[src/rtl/spi_cmd_ctrl.sv]
// SPI command decoder: a command byte sets the address and direction.
// Following bytes become register-bank writes, or dummy bytes that trigger reads.
module spi_cmd_ctrl #(
    parameter int TIMEOUT = 16
) (
    input  logic       in_clk,
    input  logic       in_rst,
    input  logic       in_cs_n,
    input  logic       in_rx_valid,
    input  logic [7:0] in_rx_byte,
    output logic [7:0] o_tx_byte,
    output logic       o_tx_valid,
    output logic [6:0] o_reg_addr,
    output logic [7:0] o_reg_wdata,
    output logic       o_reg_we,
    output logic       o_reg_re,
    input  logic [7:0] in_reg_rdata,
    input  logic       in_reg_ack,
    input  logic       in_err_clr,
    output logic       o_busy,
    output logic       o_err,
    output logic [7:0] o_frame_cnt,
    output logic [2:0] dbg_state
);

    typedef enum logic [2:0] {
        IDLE    = 3'd0,
        CMD     = 3'd1,
        WR_DATA = 3'd2,
        WR_REQ  = 3'd3,
        RD_REQ  = 3'd4,
        RD_WAIT = 3'd5
    } state_t;

    localparam logic [7:0] TMR_LAST = 8'(TIMEOUT - 1);

    state_t     state, state_d;
    logic       cs_prev;
    logic [6:0] addr, addr_d;
    logic [7:0] wdata, wdata_d;
    logic [7:0] tx_byte, tx_byte_d;
    logic       tx_valid, tx_valid_d;
    logic       err, err_d, err_event;
    logic [7:0] frame_cnt, frame_cnt_d;
    logic [7:0] tmr, tmr_d;

    // Register handshake: o_reg_we/o_reg_re is a level request held with stable
    // address/data until the single-cycle in_reg_ack, then drops the next cycle.
    always_ff @(posedge in_clk) begin
        if (in_rst) begin
            state     <= IDLE;
            cs_prev   <= 1'b0;
            addr      <= 7'h00;
            wdata     <= 8'h00;
            tx_byte   <= 8'h00;
            tx_valid  <= 1'b0;
            err       <= 1'b0;
            frame_cnt <= 8'h00;
            tmr       <= 8'h00;
        end else begin
            state     <= state_d;
            cs_prev   <= in_cs_n;
            addr      <= addr_d;
            wdata     <= wdata_d;
            tx_byte   <= tx_byte_d;
            tx_valid  <= tx_valid_d;
            err       <= err_d;
            frame_cnt <= frame_cnt_d;
            tmr       <= tmr_d;
        end
    end

    always_comb begin
        state_d     = state;
        addr_d      = addr;
        wdata_d     = wdata;
        tx_byte_d   = tx_byte;
        tx_valid_d  = 1'b0;
        frame_cnt_d = frame_cnt;
        tmr_d       = tmr;
        err_event   = 1'b0;

        // Chip-select release overrides everything, including a same-cycle ack.
        if (state != IDLE && in_cs_n) begin
            state_d     = IDLE;
            frame_cnt_d = frame_cnt + 8'd1;
        end else begin
            case (state)
                IDLE: begin
                    if (cs_prev && !in_cs_n) state_d = CMD;
                end
                CMD: begin
                    if (in_rx_valid) begin
                        addr_d  = in_rx_byte[6:0];
                        tmr_d   = 8'h00;
                        state_d = in_rx_byte[7] ? RD_REQ : WR_DATA;
                    end
                end
                WR_DATA: begin
                    if (in_rx_valid) begin
                        wdata_d = in_rx_byte;
                        tmr_d   = 8'h00;
                        state_d = WR_REQ;
                    end
                end
                WR_REQ: begin
                    err_event = in_rx_valid;
                    if (in_reg_ack) begin
                        addr_d  = addr + 7'd1;
                        state_d = WR_DATA;
                    end else if (tmr == TMR_LAST) begin
                        err_event = 1'b1;
                        addr_d    = addr + 7'd1;
                        state_d   = WR_DATA;
                    end else begin
                        tmr_d = tmr + 8'd1;
                    end
                end
                RD_REQ: begin
                    err_event = in_rx_valid;
                    if (in_reg_ack) begin
                        tx_byte_d  = in_reg_rdata;
                        tx_valid_d = 1'b1;
                        addr_d     = addr + 7'd1;
                        state_d    = RD_WAIT;
                    end else if (tmr == TMR_LAST) begin
                        // Timed-out read returns a recognisable filler byte.
                        err_event  = 1'b1;
                        tx_byte_d  = 8'hEE;
                        tx_valid_d = 1'b1;
                        addr_d     = addr + 7'd1;
                        state_d    = RD_WAIT;
                    end else begin
                        tmr_d = tmr + 8'd1;
                    end
                end
                RD_WAIT: begin
                    if (in_rx_valid) begin
                        tmr_d   = 8'h00;
                        state_d = RD_REQ;
                    end
                end
                default: state_d = IDLE;
            endcase
        end

        err_d = (err & ~in_err_clr) | err_event;
    end

    assign o_tx_byte   = tx_byte;
    assign o_tx_valid  = tx_valid;
    assign o_reg_addr  = addr;
    assign o_reg_wdata = wdata;
    assign o_reg_we    = (state == WR_REQ);
    assign o_reg_re    = (state == RD_REQ);
    assign o_busy      = (state != IDLE);
    assign o_err       = err;
    assign o_frame_cnt = frame_cnt;
    assign dbg_state   = state;

endmodule

[config.mk]
export PLATFORM = sky130hd
export DESIGN_NAME = spi_cmd_ctrl
export DESIGN_NICKNAME = d
export VERILOG_FILES = /design/src/rtl/spi_cmd_ctrl.sv
export SDC_FILE = /design/constraint.sdc
export NUM_CORES = 1
export LEC_CHECK = 0
export BUFFER_PORTS_ARGS = -buffer_cell sky130_fd_sc_hd__buf_2
export CAP_MARGIN = 25
export CELL_PAD_IN_SITES_DETAIL_PLACEMENT = 0
export CELL_PAD_IN_SITES_GLOBAL_PLACEMENT = 1
export CORE_UTILIZATION = 41
export DETAILED_ROUTE_END_ITERATION = 8
export PLACE_DENSITY_LB_ADDON = 0.05
export SLEW_MARGIN = 10
export SYNTH_ARGS = -nofsm -noshare
export SYNTH_HDL_FRONTEND = slang
export SYNTH_SLANG_ARGS = --single-unit
[constraint.sdc]
create_clock -name in_clk -period 2.65 [get_ports in_clk]
set_input_delay 0.265 -clock in_clk [delete_from_list [all_inputs] [get_ports in_clk]]
set_output_delay 0.265 -clock in_clk [all_outputs]
set_load 0.02 [all_outputs]
Word-level counts from Yosys, hierarchy flattened --
Cells that the tools add are included.
Storage, ports and cells: register bits 45, word-level logic and storage cells 76
Cells by class: reduce and logical (&&, ||, !) cells 17, bitwise operators 5, muxes and demuxes 26, equality and inequality tests 16, add/subtract/negate cells 3
Operators by type and width (count):
- 8-bit 2-to-1 mux | 5
- 3-bit 2-to-1 mux | 9
- 7-bit 2-to-1 mux | 3
- 3-bit one-hot mux with 6 select lines | 1
- 8-bit by 1-bit adder with 8-bit output (second input constant) | 2
- 8-bit one-hot mux with 2 select lines | 1
- 7-bit one-hot mux with 2 select lines | 1
- 2-bit != test (second input constant) | 6
- 3-bit by 1-bit != test with 1-bit output (second input constant) | 3
- 8-bit by 4-bit equality test with 1-bit output (second input constant) | 1
- 7-bit by 1-bit adder with 7-bit output (second input constant) | 1
- 3-bit by 2-bit equality test with 1-bit output (second input constant) | 2
- 3-bit equality test (second input constant) | 2
- 1-bit 2-to-1 mux | 6
- 3-bit AND reduction | 2
- 6-bit AND reduction | 1
- 2-bit nonzero test | 3
- 3-bit OR reduction | 2
- 5-bit AND reduction | 1
- 4-bit AND reduction | 1
- 2-bit OR reduction | 2
- 3-bit by 1-bit equality test with 1-bit output (second input constant) | 1
- 3-bit logical NOT | 1
- 1-bit NOT | 3
- 6 further kinds | 7

Logic depth before layout (Yosys ltp) --
word-level depth 6, depth in mapped cells 6, mapped depth without buffers 5

Worst setup path before layout --
OpenSTA, ideal clock, no wires.
kind register -> register, from reg state[1], in the netlist dbg_state[1], to reg tmr[6], period minus slack after synthesis 1.850 ns, library setup time 0.069 ns, setup slack 0.800 ns, buffers on the path 0, stages on the path, launching flop included 6, data required time 2.581 ns, arrival 1.781 ns, cell sequence dfxtp_1 nand3b_2 inv_1 o221ai_2 or4_1 o21ai_1
On the way: longest elaborated chain between the ends 4, elaborated cells on any way between the ends 16, those cells by class eq/ne (8); mux (1); bitwise (1); reduce/logical (6)
Ends and longest elaborated chain:
- start: declaration | RTL line 37 | state_t state, state_d;
- start signal: assignment | RTL line 61 | state <= state_d;
- 3-bit by 2-bit equality test with 1-bit output (*)
- via o_reg_we | RTL line 15 | output logic o_reg_we,
- 2-bit OR reduction (no line) (*)
- 2-bit != test (no line) or 2-bit nonzero test (tied branches)
- 5-bit AND reduction (no line)
- end signal: assignment | RTL line 69 | tmr <= tmr_d;
- end: declaration | RTL line 45 | logic [7:0] tmr, tmr_d;
Mark *: on every way through the listed nets, which the timed path passes. The rest lies on a longest branch. A chain may end at the register's enable or synchronous reset.

Worst setup path after layout --
from reg state[2], in the netlist dbg_state[2], to reg tmr[2]
On the way: longest elaborated chain between the ends 4, elaborated cells on any way between the ends 16, those cells by class eq/ne (8); mux (1); bitwise (1); reduce/logical (6)
Ends and longest elaborated chain:
- 3-bit equality test (tied with other cells) | RTL line 88 | case (state)
- 3-bit OR reduction (no line) (tied with other cells)
- 2-bit by 1-bit != test with 1-bit output (no line) (tied with other cells)
- 5-bit AND reduction (no line)
Several ways; a longest one is shown, not always the timed one.

==> impl_metrics.yaml <==
detailed_routing:
  drc: 0
  top_layer_used: "met4"
  viasPerCell: 5.65
  vias: 2199
  wl_per_cell_um: 15.2
  drtIter0Drc: 116
  dr_wl_met2_um: 2650
  wl_met3_um: 346
  wl_met1_um: 2850
  wl_um: 5920
  drt_pass1_iterations: 4
  drtAntennaViolNets: 0
worst_setup_path:
  cp.arrival_ns: 2.47
  cp_max_fo: 14
  cp_num_buf_inv: 0
  crit_family: "compound AO/OA/AOI/OAI gates"
  crit_slowest_cell: "dfxtp_1"
  cp_num_cells: 4
  cpPeakStageDelay_ns: 0.63
  start_kind: "flop"
  crit_chain: "or3b_4 > a221oi_4 > nand2_2 > o32ai_1"
  end_kind: "flop"
  ff2ff_path_depth: 4
  criticalPathCategory: "reg2reg"
  cp.required_ns: 2.85
outcome:
  status: "complete, no violations"
synth:
  syn-mean-instance-area_um2: 8.68
  syn_nets: 287
  ys_dominant_reg_cell: "dfxtp_1"
  synthTopCellsByArea: "dfxtp_1 (40%), a21oi_1 (4.4%), mux2i_1 (4.4%)"
  synth_xor_area_frac: 0.0231
  synth_fa_ha_area_frac: 0.0165
  synth_cells: 262
  seq_area_frac_synth: 0.396
  synth.most_common_cell: "dfxtp_1"
  synth_top_family_by_area: "compound AO/OA/AOI/OAI gates"
  synthArstFlopShare: 0
  syn_area_mm2: 0.00227
  synth_top_area_frac: 0.396
  synth_edf_count: 0
  synth-simple-area-share: 0.226
  synth-seq-cells: 45
  synth_mux_area_frac: 0.0440
  yosys-top-cells-count: "dfxtp_1 (45), nand2_1 (26), nor2_1 (22), a21oi_1 (20), nor3_1 (19)"
  synth-compound-area-share: 0.245
  yosys_warnings: 0
  synth_cell_type_count: 53
  synth_largest_area_cell: "dfxtp_1"
timing:
  drv_slew: 0
  period_share: 0.855
  rsz0062_at_grt: "no"
  fin_crit_ns: 2.27
  worstMarginPinSlew_ns: 0.636
  fmax_ghz: 0.441
  hold_viol_final: 0
  setup-tns-final_ns: 0
  relSlewSlack: 0.564
  fin_worst_skew_ns: 0.00799
  setup_viol: 0
hold_path:
  min_path_cells: 3
  holdCritPathClass: "in2reg"
final_layout:
  drive_above_1_share: 0.260
  antennaDiodeCount: 0
  nFillCells: 529
  area_growth_pct: 20.0
  design_area_mm2: 0.00273
  nets: 343
floorplan:
  start_util: 0.434
  die_h_um: 76.5
  core_area_mm2: 0.00524
  die_area_mm2: 0.00585
  pin_count: 61
  die_x_um: 76.5
  rows: 26
power:
  cellPowerDensity_mw_per_mm2: 661
  p_leak_nw: 1.06
  peakVddDrop_uv: 397
run:
  drv_cap: 0
grt:
  grt_pass1_vias: 1984
  grt_max_degree: 24
  antenna_found_initial: 0
  track_usage: 0.209
  overflow: 0
  grt_pass1_wl_um: 9800
place:
  place_area_mm2: 0.00261
  gp_congestion: 0.864
  place_hpwl_um: 4190
  numPortBuffers: 60
clock_tree:
  clk_pin_slew_ns: 0.09
  ctsResizeCount: 0
  cts_tree: "done"
  clk_latency_ns: 0.29
  hold_buffers: 0
  cts_setup_buffers: 0
  cts_buffers: 5
  htreeDepth: 2
  cts_root_buf: "clkbuf_8"
  clockBufferDepth: 2
  clock_sinks: 45
-- path summary, 6_finish.rpt --
path                  from              to  slack, ns
max reg2reg   dbg_state[2]          tmr[2]       0.38
min          in_rx_byte[5]  o_reg_wdata[5]       0.23
max           dbg_state[2]          tmr[2]       0.38
min reg2reg          o_err           o_err       0.48
-- cells by family after synthesis --
kind of cell    Yosys count
mux                      10
xor+xnor                  6
flops                    45
buf+inv                  24
fa+ha+maj                 3
simple gates            103
compound gates           71
-- cells in the final DEF, fill, tap and decap left out, types with 4 or more instances in the layout --
cell type,instances
clkbuf_8,6
dfxtp_1,45
o32ai_1,8
o21ai_1,4
mux2i_1,10
nand2_1,26
a2111oi_0,4
a221oi_1,6
buf_2,60
nor3_1,19
inv_1,9
a21oi_1,20
nand3_1,11
nor2_1,22
-- worst min-delay path, delay by kind of cell --
family	cells	cell delay (ns)
buffers and inverters	1	0.09
AND/OR/NAND/NOR	1	0.07
multiplexers	1	0.06
-- report_power, final --
part | switching [mW] | leakage, nW | internal (mW)
registers | 0.0730 | 0.363 | 0.716
logic | 0.305 | 0.643 | 0.174
clock network | 0.229 | 0.0585 | 0.308
-- per-stage QoR --
step	setup WS, ns	instances	hold slack (ns)	util	power [mW]
6_report	0.385	389	0.226	0.521	1.80
3_3_place_gp	0.493	381	0.455	0.499	1.28
4_1_cts	0.408	389	0.220	0.521	1.82
2_1_floorplan	0.800	262	0.412	-	1.14
5_1_grt	0.236	389	0.240	0.521	1.90
3_5_place_dp	0.436	381	0.460	0.499	1.28
-- flip-flops by register name, indices dropped and copies added, names as in the netlist --
register and count:
tmr 8, o_err 1, o_tx_byte 8, cs_prev 1, o_tx_valid 1, o_reg_wdata 8, dbg_state 3, o_frame_cnt 8
o_reg_addr 7
-- cell type report --
type,count,area [um2],share of cell area
Clock buffer,7,86.3,0.0317
Multi-Input combinational cell,193,1260,0.462
Clock inverter,1,30.0,0.0110
Tap cell,70,87.6,0.0321
Sequential cell,45,901,0.330
Timing Repair Buffer,63,323,0.118
Inverter,10,38.8,0.0142
-- per-layer routing --
layer  track usage  vias up
met3        0.0527        9
met4        0.0750        0
met1         0.288     1018
met2         0.314       74
met5             0        -
li1              -     1098
Power figures use the tool's default switching activity.
